## src/rtl/stopwatch_ctrl_pkg.sv

```systemverilog
// Shared types and constants for the stopwatch control sequencer.
package stopwatch_ctrl_pkg;

  typedef enum logic [1:0] {
    ST_IDLE  = 2'd0,
    ST_RUN   = 2'd1,
    ST_LAP   = 2'd2,
    ST_PAUSE = 2'd3
  } state_e;

  typedef logic [4:0] digit_t;

  localparam digit_t DIG_EVEN_RST = 5'b00000;
  localparam digit_t DIG_ODD_RST  = 5'b10000;

endpackage

```

## src/rtl/stopwatch_ctrl_if.sv

```systemverilog
// Button, counter-digit and display signals between board/counter and the sequencer.
interface stopwatch_ctrl_if;
  import stopwatch_ctrl_pkg::*;

  logic   btn_start;
  logic   btn_lap;
  logic   btn_clear;
  digit_t digit0_in;
  digit_t digit1_in;
  digit_t digit2_in;
  digit_t digit3_in;
  logic   cnt_enable;
  logic   cnt_reset;
  digit_t disp0;
  digit_t disp1;
  digit_t disp2;
  digit_t disp3;
  logic   running;
  logic   lap_active;

  modport master (
    output btn_start, btn_lap, btn_clear,
    output digit0_in, digit1_in, digit2_in, digit3_in,
    input  cnt_enable, cnt_reset, disp0, disp1, disp2, disp3, running, lap_active
  );

  modport slave (
    input  btn_start, btn_lap, btn_clear,
    input  digit0_in, digit1_in, digit2_in, digit3_in,
    output cnt_enable, cnt_reset, disp0, disp1, disp2, disp3, running, lap_active
  );
endinterface

```

## src/rtl/stopwatch_ctrl_btn_pulse.sv

```systemverilog
// One push-button front end: 2-flop synchronizer, debounce, one-cycle pulse on accepted press.
module btn_pulse #(
  parameter int unsigned DEBOUNCE_CYCLES = 1_000_000,
  parameter int unsigned DB_W            = 20
) (
  input  logic clk,
  input  logic reset,
  input  logic btn_i,
  output logic pulse_o
);
  localparam logic [DB_W-1:0] CNT_LAST = DB_W'(DEBOUNCE_CYCLES - 1);

  logic            sync1_q, sync2_q;
  logic            vld1_q, vld2_q, armed_q;
  logic            level_q, level_d, level_dly_q;
  logic            pulse_q;
  logic [DB_W-1:0] cnt_q, cnt_d;

  always_comb begin
    cnt_d   = '0;
    level_d = level_q;
    if (sync2_q != level_q) begin
      if (cnt_q == CNT_LAST) level_d = sync2_q;
      else                   cnt_d   = cnt_q + 1'b1;
    end
  end

  // armed_q only sets once a real released sample has crossed the synchronizer,
  // so a button held through reset cannot produce a press pulse.
  always_ff @(posedge clk) begin
    if (reset) begin
      sync1_q     <= 1'b0;
      sync2_q     <= 1'b0;
      vld1_q      <= 1'b0;
      vld2_q      <= 1'b0;
      armed_q     <= 1'b0;
      cnt_q       <= '0;
      level_q     <= 1'b0;
      level_dly_q <= 1'b0;
      pulse_q     <= 1'b0;
    end else begin
      sync1_q     <= btn_i;
      sync2_q     <= sync1_q;
      vld1_q      <= 1'b1;
      vld2_q      <= vld1_q;
      armed_q     <= armed_q | (vld2_q & ~sync2_q);
      cnt_q       <= cnt_d;
      level_q     <= level_d;
      level_dly_q <= level_q;
      pulse_q     <= level_q & ~level_dly_q & armed_q;
    end
  end

  assign pulse_o = pulse_q;
endmodule

```

## src/rtl/stopwatch_ctrl.sv

```systemverilog
// Run/pause/lap sequencer: drives the counter enable/reset and selects live or frozen digits.
module stopwatch_ctrl
  import stopwatch_ctrl_pkg::*;
#(
  parameter int unsigned DEBOUNCE_CYCLES = 1_000_000,
  parameter int unsigned DB_W            = 20
) (
  input logic             clk,
  input logic             reset,
  stopwatch_ctrl_if.slave sw
);
  logic                p_start, p_lap, p_clear;
  state_e              state_q, state_d;
  logic                cnt_enable_q, cnt_reset_q;
  logic                snap_load, clr_pulse;
  logic [3:0][4:0]     snap_q, live, shown;

  btn_pulse #(.DEBOUNCE_CYCLES(DEBOUNCE_CYCLES), .DB_W(DB_W)) u_start (
    .clk(clk), .reset(reset), .btn_i(sw.btn_start), .pulse_o(p_start));
  btn_pulse #(.DEBOUNCE_CYCLES(DEBOUNCE_CYCLES), .DB_W(DB_W)) u_lap (
    .clk(clk), .reset(reset), .btn_i(sw.btn_lap), .pulse_o(p_lap));
  btn_pulse #(.DEBOUNCE_CYCLES(DEBOUNCE_CYCLES), .DB_W(DB_W)) u_clear (
    .clk(clk), .reset(reset), .btn_i(sw.btn_clear), .pulse_o(p_clear));

  assign live = {sw.digit3_in, sw.digit2_in, sw.digit1_in, sw.digit0_in};

  // Per-state if/else chains give clear > start > lap among the pulses valid there.
  always_comb begin
    state_d   = state_q;
    snap_load = 1'b0;
    clr_pulse = 1'b0;
    case (state_q)
      ST_IDLE: begin
        if (p_clear)      clr_pulse = 1'b1;
        else if (p_start) state_d   = ST_RUN;
      end
      ST_RUN: begin
        if (p_start) state_d = ST_PAUSE;
        else if (p_lap) begin
          state_d   = ST_LAP;
          snap_load = 1'b1;
        end
      end
      ST_LAP: begin
        if (p_clear)      state_d   = ST_RUN;
        else if (p_start) state_d   = ST_PAUSE;
        else if (p_lap)   snap_load = 1'b1;
      end
      ST_PAUSE: begin
        if (p_clear) begin
          state_d   = ST_IDLE;
          clr_pulse = 1'b1;
        end else if (p_start) state_d = ST_RUN;
      end
      default: state_d = ST_IDLE;
    endcase
  end

  always_ff @(posedge clk) begin
    if (reset) begin
      state_q      <= ST_IDLE;
      cnt_enable_q <= 1'b0;
      cnt_reset_q  <= 1'b0;
      snap_q       <= {DIG_ODD_RST, DIG_EVEN_RST, DIG_ODD_RST, DIG_EVEN_RST};
    end else begin
      state_q      <= state_d;
      cnt_enable_q <= (state_d == ST_RUN) || (state_d == ST_LAP);
      cnt_reset_q  <= clr_pulse;
      if (snap_load) snap_q <= live;
    end
  end

  assign shown         = (state_q == ST_LAP) ? snap_q : live;
  assign sw.disp0      = shown[0];
  assign sw.disp1      = shown[1];
  assign sw.disp2      = shown[2];
  assign sw.disp3      = shown[3];
  assign sw.cnt_enable = cnt_enable_q;
  assign sw.cnt_reset  = cnt_reset_q;
  assign sw.running    = (state_q == ST_RUN) || (state_q == ST_LAP);
  assign sw.lap_active = (state_q == ST_LAP);
endmodule

```

## src/flat_wrapper.sv

```systemverilog
// flat-port wrapper written by rule: the top's interface ports become plain ports
module stopwatch_ctrl_flat import stopwatch_ctrl_pkg::*;
#(
  parameter int unsigned DEBOUNCE_CYCLES = 1_000_000,
  parameter int unsigned DB_W            = 20
)
  (clk, reset, sw_btn_start, sw_btn_lap, sw_btn_clear, sw_digit0_in, sw_digit1_in, sw_digit2_in, sw_digit3_in, sw_cnt_enable, sw_cnt_reset, sw_disp0, sw_disp1, sw_disp2, sw_disp3, sw_running, sw_lap_active);
  stopwatch_ctrl_if sw_i ();
  input logic clk;
  input logic reset;
  input wire logic [$bits(sw_i.btn_start)-1:0] sw_btn_start;
  input wire logic [$bits(sw_i.btn_lap)-1:0] sw_btn_lap;
  input wire logic [$bits(sw_i.btn_clear)-1:0] sw_btn_clear;
  input wire logic [$bits(sw_i.digit0_in)-1:0] sw_digit0_in;
  input wire logic [$bits(sw_i.digit1_in)-1:0] sw_digit1_in;
  input wire logic [$bits(sw_i.digit2_in)-1:0] sw_digit2_in;
  input wire logic [$bits(sw_i.digit3_in)-1:0] sw_digit3_in;
  output wire logic [$bits(sw_i.cnt_enable)-1:0] sw_cnt_enable;
  output wire logic [$bits(sw_i.cnt_reset)-1:0] sw_cnt_reset;
  output wire logic [$bits(sw_i.disp0)-1:0] sw_disp0;
  output wire logic [$bits(sw_i.disp1)-1:0] sw_disp1;
  output wire logic [$bits(sw_i.disp2)-1:0] sw_disp2;
  output wire logic [$bits(sw_i.disp3)-1:0] sw_disp3;
  output wire logic [$bits(sw_i.running)-1:0] sw_running;
  output wire logic [$bits(sw_i.lap_active)-1:0] sw_lap_active;
  assign sw_i.btn_start = sw_btn_start;
  assign sw_i.btn_lap = sw_btn_lap;
  assign sw_i.btn_clear = sw_btn_clear;
  assign sw_i.digit0_in = sw_digit0_in;
  assign sw_i.digit1_in = sw_digit1_in;
  assign sw_i.digit2_in = sw_digit2_in;
  assign sw_i.digit3_in = sw_digit3_in;
  assign sw_cnt_enable = sw_i.cnt_enable;
  assign sw_cnt_reset = sw_i.cnt_reset;
  assign sw_disp0 = sw_i.disp0;
  assign sw_disp1 = sw_i.disp1;
  assign sw_disp2 = sw_i.disp2;
  assign sw_disp3 = sw_i.disp3;
  assign sw_running = sw_i.running;
  assign sw_lap_active = sw_i.lap_active;
  stopwatch_ctrl #(.DEBOUNCE_CYCLES(DEBOUNCE_CYCLES), .DB_W(DB_W)) u_core (.clk(clk), .reset(reset), .sw(sw_i));
endmodule
```

## config.mk

```make
export PLATFORM = sky130hd
export DESIGN_NAME = stopwatch_ctrl_flat
export DESIGN_NICKNAME = d
export VERILOG_FILES = /design/src/rtl/stopwatch_ctrl_pkg.sv /design/src/rtl/stopwatch_ctrl_if.sv /design/src/rtl/stopwatch_ctrl_btn_pulse.sv /design/src/rtl/stopwatch_ctrl.sv /design/src/flat_wrapper.sv
export SDC_FILE = /design/constraint.sdc
export NUM_CORES = 1
export LEC_CHECK = 0
export BUFFER_PORTS_ARGS = -buffer_cell sky130_fd_sc_hd__buf_2
export CAP_MARGIN = 20
export CORE_ASPECT_RATIO = 0.7
export CORE_UTILIZATION = 35
export DETAILED_ROUTE_END_ITERATION = 12
export PLACE_DENSITY = 0.54
export SLEW_MARGIN = 0
export SYNTH_ARGS = -nofsm -noshare
export SYNTH_HDL_FRONTEND = slang
export SYNTH_SLANG_ARGS = --single-unit
```

## constraint.sdc

```tcl
create_clock -name clk -period 2.8 [get_ports clk]
set_input_delay 0.28 -clock clk [delete_from_list [all_inputs] [get_ports clk]]
set_output_delay 0.28 -clock clk [all_outputs]
set_load 0.01 [all_outputs]
```

* After elaboration in Yosys (flattened, before gate mapping) *
Index checks and enable logic that the tools add are counted.

storage, ports and cells
  register bits = 104
  input port bits = 25
  word-level logic and storage cells = 92

cells by class
  equal/unequal tests = 11
  bitwise gates (word level) = 22
  add/subtract/negate cells = 3
  multiplexer cells = 15
  reduce and logical (&&, ||, !) cells = 11

operators with widths
  kind                   number
  $add 20x1->20 const B  3
  $eq 20x20->1 const B   3
  $mux 20                1
  $mux 2                 7
  $not 1->1              10
  $and 1x1->1            9
  $reduce_or 3->1        3
  $pmux 2 s4             1
  $eq 2x2->1 const B     3
  $reduce_and 2->1       3
  $mux 1                 5
  $eq 2x1->1 const B     2
  $reduce_or 2->1        2
  $ne 1x1->1             3
  $or 1x1->1             3
  $logic_not 2->1        1
  $logic_or 1x1->1       2
  $pmux 1 s2             1

* Logic depth before layout (Yosys ltp) *
Gate-level depths: netlist of run 1.

  depth after elaboration = 5
  depth in mapped cells = 8
  gate-level depth less buffers = 6

* By module *
From an unflattened synthesis of run 1, not the netlist that was laid out.

second synthesis, totals
  cells, all modules = 500
  area total of the unflattened synthesis = 4718.3 um^2

modules (own cells, without submodules)
  module          area each (um^2)  times used  cells each  sequential area each (um^2)
  btn_pulse       1166.1            3           125         560.5
  stopwatch_ctrl  1219.9            1           125         480.5

* Least setup slack after synthesis of run 1 *
No wires, ideal clock.

  path type = reg2out
  start = reg u_core.state_q[0]
  end = out sw_disp0[0]
  arrival time = 1.556 ns
  slack = 0.964 ns
  required time = 2.520 ns
  stages on the path, launching flop included = 6
  cells stage by stage = dfxtp_1 > inv_1 > ha_1 > clkbuf_1 > clkbuf_1 > mux2_2

between the ends
  cells in the longest elaborated chain, start to end = 2

RTL lines
  what                    line                  text
  start, declared         stopwatch_ctrl.sv:13  state_e state_q, state_d;
  start signal, assigned  stopwatch_ctrl.sv:66  state_q <= state_d;
  $eq 2x2->1              -
  net sw_lap_active       flat_wrapper.sv:25    output wire logic [$bits(sw_i.lap_active)-1:0] sw_lap_active;
  $mux 20                 stopwatch_ctrl.sv:73  assign shown = (state_q == ST_LAP) ? snap_q : live;
  end, declared           flat_wrapper.sv:20    output wire logic [$bits(sw_i.disp0)-1:0] sw_disp0;

The timed path passes the listed nets, and every way through them passes these cells.

* Worst setup path after layout of run 1 *
  start = reg u_core.state_q[0]
  end = out sw_disp2[3]

between the ends
  cells in the longest elaborated chain, start to end = 2

RTL lines
  what           line                  text
  $eq 2x2->1     stopwatch_ctrl.sv:73
  $mux 20        stopwatch_ctrl.sv:73
  end, declared  flat_wrapper.sv:22    output wire logic [$bits(sw_i.disp2)-1:0] sw_disp2;

Every way passes these cells.

==> results of run 1 <==
through the flow:
step	total power, mW	instances
after floorplan	1.57	489
after global placement	1.62	688
after detailed placement	1.62	688
after CTS	2.95	702
final	2.90	702
after global routing	3.00	702
sequential cells by signal, summed over array words and instances, names as in the netlist, 2 cells and up:
signal	count
u_core.snap_q	20
u_core.state_q	2
u_core.u_clear.cnt_q	20
u_core.u_lap.cnt_q	20
u_core.u_start.cnt_q	20
layout make-up:
cell class / count / area, sq um
fill: 1241 / 7250
multi-input combinational: 346 / 2290
sequential: 104 / 2080
timing repair buffer: 54 / 285
clock buffer: 10 / 239
tap: 162 / 203
inverter: 22 / 82.6
clock inverter: 4 / 70.1
layer usage:
metal	up-vias	track usage (%)	wire [um]
met3	12	3.96	366
met5	-	0	0
met4	0	5.02	115
met1	1627	18.9	4660
met2	39	20.5	3700
li1	1805	-	-
worst max-delay path, delay by kind of cell (launching register included):
family | cells | cell delay, ns
buf+inv | 3 | 0.55
mux | 1 | 0.37
flops | 1 | 0.35
fa+ha+maj | 1 | 0.23
worst max path at each step:
| stage | slack (ns) | endpoint | start | cells after the start |
|---|---|---|---|---|
| 2_1_floorplan | 0.96 | sw_disp0[0] | u_core.state_q[0]$_SDFF_PP0_ | 5 |
| 3_3_place_gp | 0.99 | u_core.u_lap.cnt_q[7]$_SDFF_PP0_ | u_core.u_lap.cnt_q[0]$_SDFF_PP0_ | 5 |
| 3_5_place_dp | 0.90 | u_core.u_lap.cnt_q[11]$_SDFF_PP0_ | u_core.u_lap.cnt_q[0]$_SDFF_PP0_ | 5 |
| 4_1_cts | 0.64 | sw_disp2[0] | u_core.state_q[0]$_SDFF_PP0_ | 5 |
| 5_1_grt | 0.56 | sw_disp1[2] | u_core.state_q[0]$_SDFF_PP0_ | 5 |
| 6_report | 0.67 | sw_disp2[3] | u_core.state_q[0]$_SDFF_PP0_ | 5 |
cell usage in the layout, fill, tap and decap left out, types with 2 or more instances in the layout:
master	n
a21o_1	2
a21oi_1	19
and3_1	7
and3b_1	2
buf_2	48
buf_4	6
bufinv_16	2
clkbuf_16	9
clkinv_2	2
dfxtp_1	104
ha_1	7
inv_1	21
mux2_2	20
mux2i_1	21
nand2_1	18
nand3_1	25
nand4_1	13
nand4_2	3
nand4b_1	2
nor2_1	73
nor2b_1	11
nor3_1	15
nor3b_1	2
nor4_1	11
nor4b_1	4
o21ai_0	7
o21bai_1	2
o31ai_1	8
o41ai_1	2
or2_1	2
or3_1	5
or4_1	9
xnor2_1	31
xor2_1	12
power by group through the flow:
| stage | Combinational, mW | Clock (mW) | Sequential (mW) |
|---|---|---|---|
| 4_1_cts | 0.0912 | 1.36 | 1.49 |
| 6_report | 0.0891 | 1.32 | 1.49 |
| 5_1_grt | 0.0996 | 1.41 | 1.49 |
| 3_5_place_dp | 0.0906 | 0 | 1.53 |
| 3_3_place_gp | 0.0892 | 0 | 1.53 |
| 2_1_floorplan | 0.0477 | 0 | 1.53 |
cell families (layout without fill, tap and decap cells):
kind of cell    Yosys count  in the layout
buf+inv                  39             90
mux                      41             41
xor+xnor                 43             43
compound gates           48             48
simple gates            207            207
fa+ha+maj                 7              7
flops                   104            104
==> impl_metrics.env, run 1 <==
export IMPL_clk_root_buffer_cell="clkbuf_16"
export IMPL_yosys_area_share_xor_xnor_pct=8.33
export IMPL_fin_nets=569
export IMPL_finalWeightedCongestion=0.772
export IMPL_initial_core_util_pct=36.1
export IMPL_grt_pass1_vias=3198
export IMPL_ys_ff_latch=104
export IMPL_slew_headroom_pct=54.3
export IMPL_pwr_share_comb_pct=3.1
export IMPL_fin_util_pct=42.0
export IMPL_synth_top_cell_by_area="dfxtp_1"
export IMPL_path_clk_slew_ns=0.07
export IMPL_r2r_cells=5
export IMPL_reg2reg_from="u_core.u_lap.cnt_q[0]$_SDFF_PP0_"
export IMPL_holdBufCountCts=0
export IMPL_preCtsSetupSlack_ns=0.903
export IMPL_grt_start_max_net_pins=24
export IMPL_cts_setup_buffers=0
export IMPL_crit_arrival_ns=1.85
export IMPL_p_sw_share_pct=19.8
export IMPL_antenna_found_initial=0
export IMPL_worstReg2RegEnd="u_core.u_lap.cnt_q[10]$_SDFF_PP0_"
export IMPL_yosysWarningCount=0
export IMPL_fin_worst_skew_ns=0.00687
export IMPL_cap_violations=0
export IMPL_crit_path_max_fanout=22
export IMPL_synthMuxAreaShare_pct=9.63
export IMPL_synth_simple_gate_area_share_pct=23.8
export IMPL_vias_per_cell=4.96
export IMPL_synth_compound_area_share_pct=6.84
export IMPL_crit_type="reg -> out"
export IMPL_synth_edf_count=0
export IMPL_die_y_um=97.1
export IMPL_clockPowerShare_pct=45.4
export IMPL_drc=0
export IMPL_power_density_nw_per_um2=552
export IMPL_path_cells="inv_1 -> ha_1 -> buf_4 -> mux2_2 -> buf_2"
export IMPL_clock_path_buffers=2
export IMPL_route_vias_total=3483
export IMPL_drive_above_1_share_pct=17.6
export IMPL_cts_resized=0
export IMPL_synthTopCellsByCount="dfxtp_1, nor2_1, xnor2_1, nand3_1"
export IMPL_avgSynthCellArea_sq_um=9.24
export IMPL_track_usage_pct=13.8
export IMPL_final_setup_viol_count=0
export IMPL_dpl_cell_area_sq_um=4940
export IMPL_pin_count=49
export IMPL_synth_cell_types=45
export IMPL_drt_first_pass_iters=4
export IMPL_synth_most_common_cell="dfxtp_1"
export IMPL_grt_overflow_total=0
export IMPL_synth_area_sq_um=4520
export IMPL_antenna_cells=0
export IMPL_p_int_mw=2.33
export IMPL_ff2ff_setup_slack_ns=0.92
export IMPL_coreArea_sq_um=12500
export IMPL_run_status="complete, no violations"
export IMPL_worstMarginPinSlew_ns=0.668
export IMPL_wl_per_cell_um=12.6
export IMPL_min_to="u_core.u_clear.sync1_q$_SDFF_PP0_"
export IMPL_postSynthCellCount=489
export IMPL_grt_first_pass_wirelength_um=14700
export IMPL_hold_class="in -> reg"
export IMPL_worstSetupEndpointType="primary output"
export IMPL_die_area_sq_um=13400
export IMPL_slowest_stage="mux2_2"
export IMPL_grt_setup_unrepaired="false"
export IMPL_p_leak_nw=1.93
export IMPL_setup_worst_path_start_class="register"
export IMPL_clk_latency_ns=0.35
export IMPL_fin_ws_ns=0.669
export IMPL_dieWidth_um=138
export IMPL_finalSetupTns_ns=0
export IMPL_seq_area_frac_synth_pct=46.1
export IMPL_cts_tree="done"
export IMPL_drv_slew=0
export IMPL_critPathRequiredTime_ns=2.52
export IMPL_syn_nets=521
export IMPL_min_from="sw_btn_clear"
export IMPL_stdcell_area_sq_um=5250
export IMPL_routed_wl_um=8840
export IMPL_cts_buffers=9
export IMPL_hold_viol_final=0
export IMPL_max_vdd_ir_drop_mv=0.319
export IMPL_synth_fa_ha_area_share_pct=1.94
export IMPL_synth_top_family_by_area="simple AND/OR/NAND/NOR gates"
export IMPL_critPathMaxStageDelay_ns=0.37
export IMPL_yosys_top_cells_area="dfxtp_1, nor2_1, xnor2_1"
export IMPL_clock_fmax_mhz=469
export IMPL_timing_hold_ws_ns=0.138
export IMPL_num_rows=34
export IMPL_fin_crit_ns=2.13
export IMPL_clock_sinks=104
export IMPL_p_switching_mw=0.573
export IMPL_syn_to_final_growth_pct=16.2
export IMPL_ys_flop_type="dfxtp_1"
export IMPL_drtIter0Drc=143
export IMPL_seqPwrFrac_pct=51.5
export IMPL_h_tree_depth=3
export IMPL_hpwl_um=6230
export IMPL_whs_path_depth=2
export IMPL_async_flop_share_pct=0
export IMPL_netlist_area_leader_share_pct=46.1
export IMPL_post_route_period_util_pct=76.1
export IMPL_port_buffers=48
export IMPL_ant_nets=0
Note: power is estimated with default switching activity, not from simulation.
==> run 2, diff against run 1 <==
PLACE_DENSITY = 0.56   (was 0.54)
clock period = 1.8 ns   (was 2.8 ns; I/O delays follow)
==> impl_metrics.env, run 2 (synthesis results as in run 1) <==
export IMPL_final_setup_viol_count=0
export IMPL_hold_class="in -> reg"
export IMPL_whs_path_depth=2
export IMPL_pwr_share_comb_pct=3.8
export IMPL_crit_arrival_ns=1.62
export IMPL_worstSetupEndpointType="primary output"
export IMPL_seqPwrFrac_pct=49.2
export IMPL_worstMarginPinSlew_ns=0.381
export IMPL_hold_viol_final=0
export IMPL_clock_fmax_mhz=557
export IMPL_worstReg2RegEnd="u_core.sw.cnt_enable$_SDFF_PP0_"
export IMPL_routed_wl_um=9300
export IMPL_power_density_nw_per_um2=831
export IMPL_ant_nets=0
export IMPL_grt_pass1_vias=3416
export IMPL_fin_nets=588
export IMPL_fin_crit_ns=1.80
export IMPL_cts_buffers=9
export IMPL_fin_worst_skew_ns=0.00842
export IMPL_num_rows=34
export IMPL_clock_sinks=104
export IMPL_coreArea_sq_um=12500
export IMPL_ff2ff_setup_slack_ns=0.09
export IMPL_finalWeightedCongestion=0.760
export IMPL_run_status="complete, no violations"
export IMPL_post_route_period_util_pct=99.8
export IMPL_track_usage_pct=14.4
export IMPL_grt_first_pass_wirelength_um=15500
export IMPL_r2r_cells=6
export IMPL_initial_core_util_pct=36.1
export IMPL_pin_count=49
export IMPL_vias_per_cell=4.98
export IMPL_port_buffers=48
export IMPL_wl_per_cell_um=12.9
export IMPL_p_leak_nw=2.15
export IMPL_syn_to_final_growth_pct=25.7
export IMPL_layout_common_cells="dfxtp_1, nor2_1, xnor2_1, buf_2, nand3_1"
export IMPL_grt_overflow_total=0
export IMPL_grt_setup_unrepaired="true"
export IMPL_max_vdd_ir_drop_mv=0.464
export IMPL_drv_slew=0
export IMPL_holdBufCountCts=0
export IMPL_drt_first_pass_iters=4
export IMPL_path_clk_slew_ns=0.07
export IMPL_slew_headroom_pct=74.6
export IMPL_drc=0
export IMPL_route_vias_total=3593
export IMPL_critPathRequiredTime_ns=1.62
export IMPL_cap_violations=0
export IMPL_grt_start_max_net_pins=39
export IMPL_drive_above_1_share_pct=22.5
export IMPL_place_inst=704
export IMPL_cts_tree="done"
export IMPL_antenna_cells=0
export IMPL_clock_path_buffers=2
export IMPL_clockPowerShare_pct=47.0
export IMPL_preCtsSetupSlack_ns=0.00745
export IMPL_drtIter0Drc=182
export IMPL_fillers=1232
export IMPL_die_area_sq_um=13400
export IMPL_antenna_found_initial=0
export IMPL_crit_path_max_fanout=7
export IMPL_reg2reg_from="u_core.state_q[0]$_SDFF_PP0_"
export IMPL_clk_latency_ns=0.35
export IMPL_fin_ws_ns=0.00341
export IMPL_hpwl_um=6250
export IMPL_timing_hold_ws_ns=0.0600
export IMPL_p_int_mw=3.80
export IMPL_dieWidth_um=138
export IMPL_final_common_cell="dfxtp_1"
export IMPL_clk_root_buffer_cell="clkbuf_16"
export IMPL_final_cell_count_no_fill=722
export IMPL_min_from="sw_btn_clear"
export IMPL_min_to="u_core.u_clear.sync1_q$_SDFF_PP0_"
export IMPL_p_sw_share_pct=19.4
export IMPL_setup_worst_path_start_class="register"
export IMPL_fin_util_pct=45.4
export IMPL_p_switching_mw=0.915
export IMPL_p_total_mw=4.72
export IMPL_die_y_um=97.1
export IMPL_crit_type="reg -> out"
export IMPL_h_tree_depth=3
## run 2: cell type report
| class | count | area (sq um) | area share (%) |
|---|---|---|---|
| Timing Repair Buffer | 73 | 593 | 10.4 |
| Sequential cell | 104 | 2090 | 36.8 |
| Clock buffer | 12 | 246 | 4.34 |
| Inverter | 22 | 85.1 | 1.50 |
| Multi-Input combinational cell | 346 | 2370 | 41.8 |
| Tap cell | 162 | 203 | 3.57 |
| Clock inverter | 3 | 90.1 | 1.59 |
## run 2: stage by stage
stage,instance area (sq um),setup TNS (ns)
6_report,5680,0
3_3_place_gp,5090,0
2_1_floorplan,4520,0
4_1_cts,5460,0
3_5_place_dp,5090,0
5_1_grt,5680,-0.338
## run 2: power by group through the flow
stage / clock, mW / combinational [mW] / sequential, mW
6_report: 2.22 / 0.180 / 2.32
5_1_grt: 2.38 / 0.196 / 2.32
4_1_cts: 2.29 / 0.145 / 2.32
3_5_place_dp: 0 / 0.144 / 2.38
3_3_place_gp: 0 / 0.143 / 2.38
2_1_floorplan: 0 / 0.0742 / 2.37
## run 2: critical path, stage by stage (launching register included)
cell,delay [ns]
dfxtp_4,0.36
inv_4,0.06
ha_4,0.20
clkbuf_16,0.18
mux2_2,0.34
buf_6,0.12
## run 2: timing repair
| action | in CTS | in global routing |
|---|---|---|
| endpoints found under the setup margin | 20 | 29 |
| cloned | 0 | 1 |
| buffers inserted | 0 | 2 |
| resized for setup | 8 | 42 |
## run 2: layer usage
layer / vias to the layer above / track usage, % / routed length [um]
li1: 1855 / - / -
met1: 1681 / 19.4 / 4810
met2: 51 / 21.8 / 4100
met3: 6 / 4.38 / 335
met4: 0 / 4.52 / 60
met5: - / 0 / 0
## run 2: worst max path at each step
stage                                            to  depth (start not counted)                    startpoint
floorplan            u_core.snap_q[19]$_SDFFE_PP1P_                          8  u_core.state_q[0]$_SDFF_PP0_
global placement    u_core.sw.cnt_enable$_SDFF_PP0_                          5  u_core.state_q[1]$_SDFF_PP0_
detailed placement  u_core.sw.cnt_enable$_SDFF_PP0_                          5  u_core.state_q[1]$_SDFF_PP0_
CTS                                     sw_disp3[4]                          5  u_core.state_q[0]$_SDFF_PP0_
global route                            sw_disp2[2]                          5  u_core.state_q[0]$_SDFF_PP0_
finish                                  sw_disp2[2]                          5  u_core.state_q[0]$_SDFF_PP0_
